<file path="src/rtl/seven_seg_pkg.sv">
// rtl/seven_seg_pkg.sv - shared constants and hex-to-segment decode for the 7-segment scan driver
package seven_seg_pkg;

  localparam int SEG_W = 7;

  // Entry n holds {a,b,c,d,e,f,g} for hex digit n; index 15 is listed first.
  localparam logic [15:0][SEG_W-1:0] SEG_TABLE = {
    7'h47, 7'h4F, 7'h3D, 7'h4E, 7'h1F, 7'h77, 7'h7B, 7'h7F,
    7'h70, 7'h5F, 7'h5B, 7'h33, 7'h79, 7'h6D, 7'h30, 7'h7E
  };

  function automatic logic [SEG_W-1:0] hex_to_seg(input logic [3:0] nibble);
    return SEG_TABLE[nibble];
  endfunction

endpackage

</file>
<file path="src/rtl/seven_seg_scan_driver_if.sv">
// rtl/seven_seg_scan_driver_if.sv - datapath-side value/load bus; blink lane present with SEVEN_SEG_BLINK_EN
interface seven_seg_scan_driver_if #(
  parameter int N_DIGITS = 4
);

  logic [4*N_DIGITS-1:0] value;
  logic [N_DIGITS-1:0]   dp_in;
  logic                  load;
  logic                  lz_blank;

`ifdef SEVEN_SEG_BLINK_EN
  logic [N_DIGITS-1:0]   blink;

  modport master (output value, dp_in, load, lz_blank, blink);
  modport slave  (input  value, dp_in, load, lz_blank, blink);
`else
  modport master (output value, dp_in, load, lz_blank);
  modport slave  (input  value, dp_in, load, lz_blank);
`endif

endinterface

</file>
<file path="src/rtl/seven_seg_prescaler.sv">
// rtl/seven_seg_prescaler.sv - slot-rate prescaler producing the slot tick and the guard window flag
module seven_seg_prescaler #(
  parameter int PRESCALE = 50000,
  parameter int GUARD    = 2
) (
  input  logic clk,
  input  logic rst_n,
  output logic tick,
  output logic in_guard
);

  localparam int CNT_W = $clog2(PRESCALE);

  logic [CNT_W-1:0] cnt;

  assign tick = (cnt == CNT_W'(PRESCALE - 1));

  always_ff @(posedge clk) begin
    if (!rst_n) begin
      cnt <= '0;
    end else if (tick) begin
      cnt <= '0;
    end else begin
      cnt <= cnt + 1'b1;
    end
  end

  // A zero-length guard would make the compare constant, so it is elaborated away.
  generate
    if (GUARD == 0) begin : g_no_guard
      assign in_guard = 1'b0;
    end else begin : g_guard
      assign in_guard = (cnt < CNT_W'(GUARD));
    end
  endgenerate

endmodule

</file>
<file path="src/rtl/seven_seg_scan_driver.sv">
// rtl/seven_seg_scan_driver.sv - double-buffered multiplexed 7-segment scan driver; optional blink via SEVEN_SEG_BLINK_EN
module seven_seg_scan_driver
  import seven_seg_pkg::*;
#(
  parameter int N_DIGITS       = 4,
  parameter int PRESCALE       = 50000,
  parameter int GUARD          = 2,
  parameter bit SEG_ACTIVE_LOW = 1'b0,
  parameter bit AN_ACTIVE_LOW  = 1'b0
`ifdef SEVEN_SEG_BLINK_EN
  ,
  parameter int BLINK_FRAMES   = 64
`endif
) (
  input  logic                 clk,
  input  logic                 rst_n,
  seven_seg_scan_driver_if.slave bus,
  output logic [SEG_W-1:0]     seg,
  output logic                 dp,
  output logic [N_DIGITS-1:0]  an,
  output logic                 frame_done
);

  localparam int IDX_W = (N_DIGITS > 1) ? $clog2(N_DIGITS) : 1;
  localparam logic [IDX_W-1:0]    IDX_LAST = IDX_W'(N_DIGITS - 1);
  localparam logic [SEG_W-1:0]    SEG_INV  = {SEG_W{SEG_ACTIVE_LOW}};
  localparam logic [N_DIGITS-1:0] AN_INV   = {N_DIGITS{AN_ACTIVE_LOW}};

  logic                      tick;
  logic                      in_guard;
  logic                      frame_end;
  logic [IDX_W-1:0]          idx;

  logic [N_DIGITS-1:0][3:0]  pend_val;
  logic [N_DIGITS-1:0]       pend_dp;
  logic                      pend_valid;
  logic [N_DIGITS-1:0][3:0]  disp_val;
  logic [N_DIGITS-1:0]       disp_dp;

  logic [N_DIGITS-1:0]       lz_mask;
  logic                      zero_above;
  logic                      blink_off;

  logic [SEG_W-1:0]          seg_raw;
  logic                      dp_raw;
  logic [N_DIGITS-1:0]       an_raw;

  seven_seg_prescaler #(
    .PRESCALE (PRESCALE),
    .GUARD    (GUARD)
  ) u_prescaler (
    .clk      (clk),
    .rst_n    (rst_n),
    .tick     (tick),
    .in_guard (in_guard)
  );

  assign frame_end = tick && (idx == IDX_LAST);

  always_ff @(posedge clk) begin
    if (!rst_n) begin
      idx <= '0;
    end else if (tick) begin
      idx <= (idx == IDX_LAST) ? '0 : idx + 1'b1;
    end
  end

  // The display copy only changes between frames, so a frame never mixes two values.
  always_ff @(posedge clk) begin
    if (!rst_n) begin
      pend_val   <= '0;
      pend_dp    <= '0;
      pend_valid <= 1'b0;
      disp_val   <= '0;
      disp_dp    <= '0;
    end else begin
      if (bus.load) begin
        pend_val <= bus.value;
        pend_dp  <= bus.dp_in;
      end
      if (frame_end) begin
        pend_valid <= 1'b0;
        if (bus.load) begin
          disp_val <= bus.value;
          disp_dp  <= bus.dp_in;
        end else if (pend_valid) begin
          disp_val <= pend_val;
          disp_dp  <= pend_dp;
        end
      end else if (bus.load) begin
        pend_valid <= 1'b1;
      end
    end
  end

`ifdef SEVEN_SEG_BLINK_EN
  localparam int FC_W = (BLINK_FRAMES > 1) ? $clog2(BLINK_FRAMES) : 1;

  logic [N_DIGITS-1:0] pend_blink;
  logic [N_DIGITS-1:0] disp_blink;
  logic [FC_W-1:0]     frame_cnt;
  logic                blink_phase;

  always_ff @(posedge clk) begin
    if (!rst_n) begin
      pend_blink <= '0;
      disp_blink <= '0;
    end else begin
      if (bus.load) begin
        pend_blink <= bus.blink;
      end
      if (frame_end) begin
        if (bus.load) begin
          disp_blink <= bus.blink;
        end else if (pend_valid) begin
          disp_blink <= pend_blink;
        end
      end
    end
  end

  always_ff @(posedge clk) begin
    if (!rst_n) begin
      frame_cnt   <= '0;
      blink_phase <= 1'b0;
    end else if (frame_end) begin
      if (frame_cnt == FC_W'(BLINK_FRAMES - 1)) begin
        frame_cnt   <= '0;
        blink_phase <= ~blink_phase;
      end else begin
        frame_cnt <= frame_cnt + 1'b1;
      end
    end
  end

  assign blink_off = blink_phase && disp_blink[idx];
`else
  assign blink_off = 1'b0;
`endif

  // lz_mask[i] is set when digit i and every digit above it hold zero; digit 0 stays lit.
  always_comb begin
    zero_above = 1'b1;
    lz_mask    = '0;
    for (int i = N_DIGITS - 1; i >= 1; i--) begin
      zero_above = zero_above && (disp_val[i] == 4'h0);
      lz_mask[i] = zero_above;
    end
  end

  always_comb begin
    seg_raw = '0;
    dp_raw  = 1'b0;
    an_raw  = '0;
    if (!in_guard) begin
      an_raw = N_DIGITS'(1) << idx;
      if (!blink_off) begin
        dp_raw = disp_dp[idx];
        if (!(bus.lz_blank && lz_mask[idx])) begin
          seg_raw = hex_to_seg(disp_val[idx]);
        end
      end
    end
  end

  always_ff @(posedge clk) begin
    if (!rst_n) begin
      seg        <= SEG_INV;
      dp         <= SEG_ACTIVE_LOW;
      an         <= AN_INV;
      frame_done <= 1'b0;
    end else begin
      seg        <= seg_raw ^ SEG_INV;
      dp         <= dp_raw ^ SEG_ACTIVE_LOW;
      an         <= an_raw ^ AN_INV;
      frame_done <= frame_end;
    end
  end

endmodule

</file>
<file path="src/flat_wrapper.sv">
// flat-port wrapper written by rule: the top's interface ports become plain ports
module seven_seg_scan_driver_flat import seven_seg_pkg::*;
#(
  parameter int N_DIGITS       = 4,
  parameter int PRESCALE       = 50000,
  parameter int GUARD          = 2,
  parameter bit SEG_ACTIVE_LOW = 1'b0,
  parameter bit AN_ACTIVE_LOW  = 1'b0

)
  (clk, rst_n, seg, dp, an, frame_done, bus_value, bus_dp_in, bus_load, bus_lz_blank);
  seven_seg_scan_driver_if #(.N_DIGITS(N_DIGITS)) bus_i ();
  input  logic clk;
  input  logic rst_n;
  output logic [SEG_W-1:0] seg;
  output logic dp;
  output logic [N_DIGITS-1:0] an;
  output logic frame_done;
  input wire logic [$bits(bus_i.value)-1:0] bus_value;
  input wire logic [$bits(bus_i.dp_in)-1:0] bus_dp_in;
  input wire logic [$bits(bus_i.load)-1:0] bus_load;
  input wire logic [$bits(bus_i.lz_blank)-1:0] bus_lz_blank;
  assign bus_i.value = bus_value;
  assign bus_i.dp_in = bus_dp_in;
  assign bus_i.load = bus_load;
  assign bus_i.lz_blank = bus_lz_blank;
  seven_seg_scan_driver #(.N_DIGITS(N_DIGITS), .PRESCALE(PRESCALE), .GUARD(GUARD), .SEG_ACTIVE_LOW(SEG_ACTIVE_LOW), .AN_ACTIVE_LOW(AN_ACTIVE_LOW)) u_core (.clk(clk), .rst_n(rst_n), .bus(bus_i), .seg(seg), .dp(dp), .an(an), .frame_done(frame_done));
endmodule
</file>
<file path="config.mk">
export PLATFORM = sky130hd
export DESIGN_NAME = seven_seg_scan_driver_flat
export DESIGN_NICKNAME = d
export VERILOG_FILES = /design/src/rtl/seven_seg_pkg.sv /design/src/rtl/seven_seg_scan_driver_if.sv /design/src/rtl/seven_seg_prescaler.sv /design/src/rtl/seven_seg_scan_driver.sv /design/src/flat_wrapper.sv
export SDC_FILE = /design/constraint.sdc
export NUM_CORES = 1
export LEC_CHECK = 0
export BUFFER_PORTS_ARGS = -buffer_cell sky130_fd_sc_hd__buf_2
export CAP_MARGIN = 20
export CORE_ASPECT_RATIO = 0.8
export CORE_MARGIN = 4
export CORE_UTILIZATION = 30
export CTS_CLUSTER_DIAMETER = 120
export DETAILED_ROUTE_END_ITERATION = 8
export PLACE_DENSITY = 0.57
export SLEW_MARGIN = 20
export SYNTH_ARGS = -nofsm -noshare
export SYNTH_HDL_FRONTEND = slang
export SYNTH_HIERARCHICAL = 1
export SYNTH_SLANG_ARGS = --single-unit
</file>
<file path="constraint.sdc">
create_clock -name clk -period 3.7 [get_ports clk]
set_clock_uncertainty 0.15 [all_clocks]
set_input_delay 0.74 -clock clk [delete_from_list [all_inputs] [get_ports clk]]
set_output_delay 0.74 -clock clk [all_outputs]
set_load 0.02 [all_outputs]
</file>
==> results.sh <==
export IMPL_antenna_cells=0
export IMPL_syn_area_mm2=0.00321
export IMPL_p_sw_frac=0.217
export IMPL_place_congestion=0.825
export IMPL_worstReg2RegStart="u_core/u_prescaler/cnt[1]$_SDFF_PP0_"
export IMPL_ys_ff_latch=72
export IMPL_busiest_layer="met1"
export IMPL_clkSlewWorstSetupHoldPaths_ns=0.05
export IMPL_root_buffer="clkbuf_16"
export IMPL_ios=37
export IMPL_finalNetCount=385
export IMPL_postCtsSetupBuffers=0
export IMPL_syn_to_final_growth_pct=16.9
export IMPL_cts_buffer_depth=2
export IMPL_routedWlPerCell_um=13.4
export IMPL_antenna_found_initial=0
export IMPL_synth_cells=319
export IMPL_powerDensity_mw_per_mm2=444
export IMPL_total_power_mw=1.66
export IMPL_met1_usage=0.169
export IMPL_relSlewSlack=0.575
export IMPL_grt_pass1_vias=1986
export IMPL_hold_buffers=0
export IMPL_groute_layer_met3_usage=0.0404
export IMPL_synth_edf_count=0
export IMPL_port_buffers=36
export IMPL_wirelength_um=6610
export IMPL_final_max_slew_violation_count=0
export IMPL_critPathCaptureType="register"
export IMPL_setup_tns_ns=0
export IMPL_met2_usage=0.135
export IMPL_gr_total_overflow=0
export IMPL_criticalPathCategory="reg -> reg"
export IMPL_drc=0
export IMPL_drive_gt1_frac=0.192
export IMPL_p_leak_nw=1.68
export IMPL_synth_warnings=6
export IMPL_crit_fanout=40
export IMPL_syn_nets=352
export IMPL_grt_max_degree=41
export IMPL_numCtsBuffers=9
export IMPL_yosysMostFrequentCell="dfxtp_1"
export IMPL_finalHoldViolCount=0
export IMPL_final_antenna_net_count=0
export IMPL_first_pass_iters=4
export IMPL_hpwl_um=4760
export IMPL_final_area_mm2=0.00375
export IMPL_hp_class="reg -> reg"
export IMPL_startpoint="u_core/u_prescaler/cnt[1]$_SDFF_PP0_"
export IMPL_clkPwrFrac=0.457
export IMPL_yosysTopAreaCellShare=0.449
export IMPL_die_height_um=100
export IMPL_synthTopCellsByCount="72 x dfxtp_1, 31 x nand2_1, 28 x nor2_1, 25 x mux2i_1, 23 x nor2b_1"
export IMPL_rr_worst_depth=8
export IMPL_synth_avg_cell_area_um2=10.1
export IMPL_vias=2291
export IMPL_critPathLaunchType="register"
export IMPL_rows=33
export IMPL_synth_top_cell_by_area="dfxtp_1"
export IMPL_clock_sinks=72
export IMPL_fin_crit_ns=2.61
export IMPL_r2r_setup_slack_ns=1.09
export IMPL_fill_cells=1034
export IMPL_switchingPower_uw=361
export IMPL_status="finished clean"
export IMPL_synth_cell_type_count=42
export IMPL_grt_usage=0.111
export IMPL_cts_tree="yes"
export IMPL_grt_pass1_wl_um=10400
export IMPL_worstPathRequired_ns=3.77
export IMPL_fmax_ghz=0.383
export IMPL_core_area_mm2=0.0104
export IMPL_die_x_um=124
export IMPL_synth_area_leaders="dfxtp_1 45%, mux2i_1 7.8%, o211a_1 6.2%"
export IMPL_ys_seq_area_frac=0.449
export IMPL_crit_arrival_ns=2.68
export IMPL_period_share=0.706
export IMPL_rr_endpoint="u_core/disp_val[5]$_SDFFE_PN0P_"
export IMPL_drtIter0Drc=99
export IMPL_rsz0062_at_grt="false"
export IMPL_initial_core_util=0.310
export IMPL_worst_pin_slew_ns=0.638
export IMPL_clk_latency_ns=0.32
export IMPL_cts_resized=0
export IMPL_placed_area_mm2=0.00349
export IMPL_p_int_mw=1.30
export IMPL_finalSetupViolCount=0
export IMPL_synthArstFlopShare=0
export IMPL_seqPwrFrac=0.486
export IMPL_cp_endpoint="u_core/disp_val[5]$_SDFFE_PN0P_"
export IMPL_p_comb_frac=0.057
export IMPL_max_cap_violations=0
export IMPL_synthFlopType="dfxtp_1"
export IMPL_cts_max_level=3
export IMPL_viasPerCell=4.63
export IMPL_ir_worst_vdd_mv=0.289
export IMPL_die_area_mm2=0.0124
flip-flops by register name (all words and copies together) (netlist names):
signal	cells
u_core/dp	1
u_core/frame_done	1
u_core/u_prescaler/cnt	16
u_core/pend_valid	1
u_core/idx	2
u_core/disp_dp	4
u_core/pend_val	16
u_core/seg	7
u_core/disp_val	16
u_core/pend_dp	4
u_core/an	4
worst min path at each step:
stage	from	end	slack (ns)	cells after the start
6_report	u_core/u_prescaler/cnt[0]$_SDFF_PP0_	u_core/u_prescaler/cnt[0]$_SDFF_PP0_	0.34	1
5_1_grt	u_core/u_prescaler/cnt[0]$_SDFF_PP0_	u_core/u_prescaler/cnt[0]$_SDFF_PP0_	0.35	1
4_1_cts	u_core/u_prescaler/cnt[0]$_SDFF_PP0_	u_core/u_prescaler/cnt[0]$_SDFF_PP0_	0.34	1
3_5_place_dp	u_core/u_prescaler/cnt[0]$_SDFF_PP0_	u_core/u_prescaler/cnt[0]$_SDFF_PP0_	0.33	1
3_3_place_gp	u_core/u_prescaler/cnt[0]$_SDFF_PP0_	u_core/u_prescaler/cnt[0]$_SDFF_PP0_	0.30	1
2_1_floorplan	u_core/u_prescaler/cnt[0]$_SDFF_PP0_	u_core/u_prescaler/cnt[0]$_SDFF_PP0_	0.28	1
metal layers:
metal / part of all wire / wire (µm)
met1: 0.56 / 3700
met2: 0.37 / 2460
met3: 0.052 / 344
met4: 0.017 / 114
met5: 0 / 0
cell type report:
class	count	area, µm²	area share
well taps	140	175	0.0467
clock inverters	1	5.00	0.00133
clock buffers	13	250	0.0667
repair buffers	41	218	0.0581
flip-flops and latches	72	1440	0.384
inverters	7	26.3	0.00701
multi-input cells	221	1630	0.436
logic make-up after synthesis:
family / share of synthesized area
mux: 0.130
simple gates: 0.199
xor+xnor: 0.0437
buf+inv: 0.0421
fa+ha+maj: 0.0351
compound gates: 0.101
flops: 0.449
power groups by stage:
stage / clock (mW) / sequential (mW) / combinational [mW]
finish: 0.761 / 0.808 / 0.0951
global route: 0.821 / 0.810 / 0.105
CTS: 0.783 / 0.808 / 0.0969
detailed placement: 0 / 0.825 / 0.0962
global placement: 0 / 0.824 / 0.0962
floorplan: 0 / 0.833 / 0.0550
metrics by stage:
step | worst slack [ns] | hold WS, ns | std cells | utilization
final | 1.09 | 0.338 | 495 | 0.362
after global routing | 0.849 | 0.355 | 495 | 0.362
after floorplan | 1.35 | 0.279 | 319 | -
after CTS | 1.10 | 0.341 | 495 | 0.362
after detailed placement | 1.10 | 0.328 | 481 | 0.337
after global placement | 1.17 | 0.297 | 481 | 0.337
worst max-delay path, stage by stage (launching register included):
cell and delay (ns):
dfxtp_1 0.38, ha_1 0.23, nand4_1 0.28, nor4_2 0.55, nand2_1 0.18, nor2_2 0.12, buf_4 0.36, nand2_1 0.12
o211a_1 0.13
layout by cell type, fill, tap and decap left out, types with 3 or more instances in the layout:
cell type	count
dfxtp_1	72
buf_2	36
nand2_1	31
nor2_1	27
mux2i_1	25
nor2b_1	23
o211a_1	20
xnor2_1	13
nor4_1	11
clkbuf_16	9
ha_1	9
nor3_1	8
inv_1	7
nand4_1	6
nand3_1	5
buf_4	5
nor3b_1	4
a21oi_1	4
clkbuf_1	3
mux4_2	3
a211oi_1	3
xor2_1	3
Note: power is estimated with default switching activity, not from simulation.
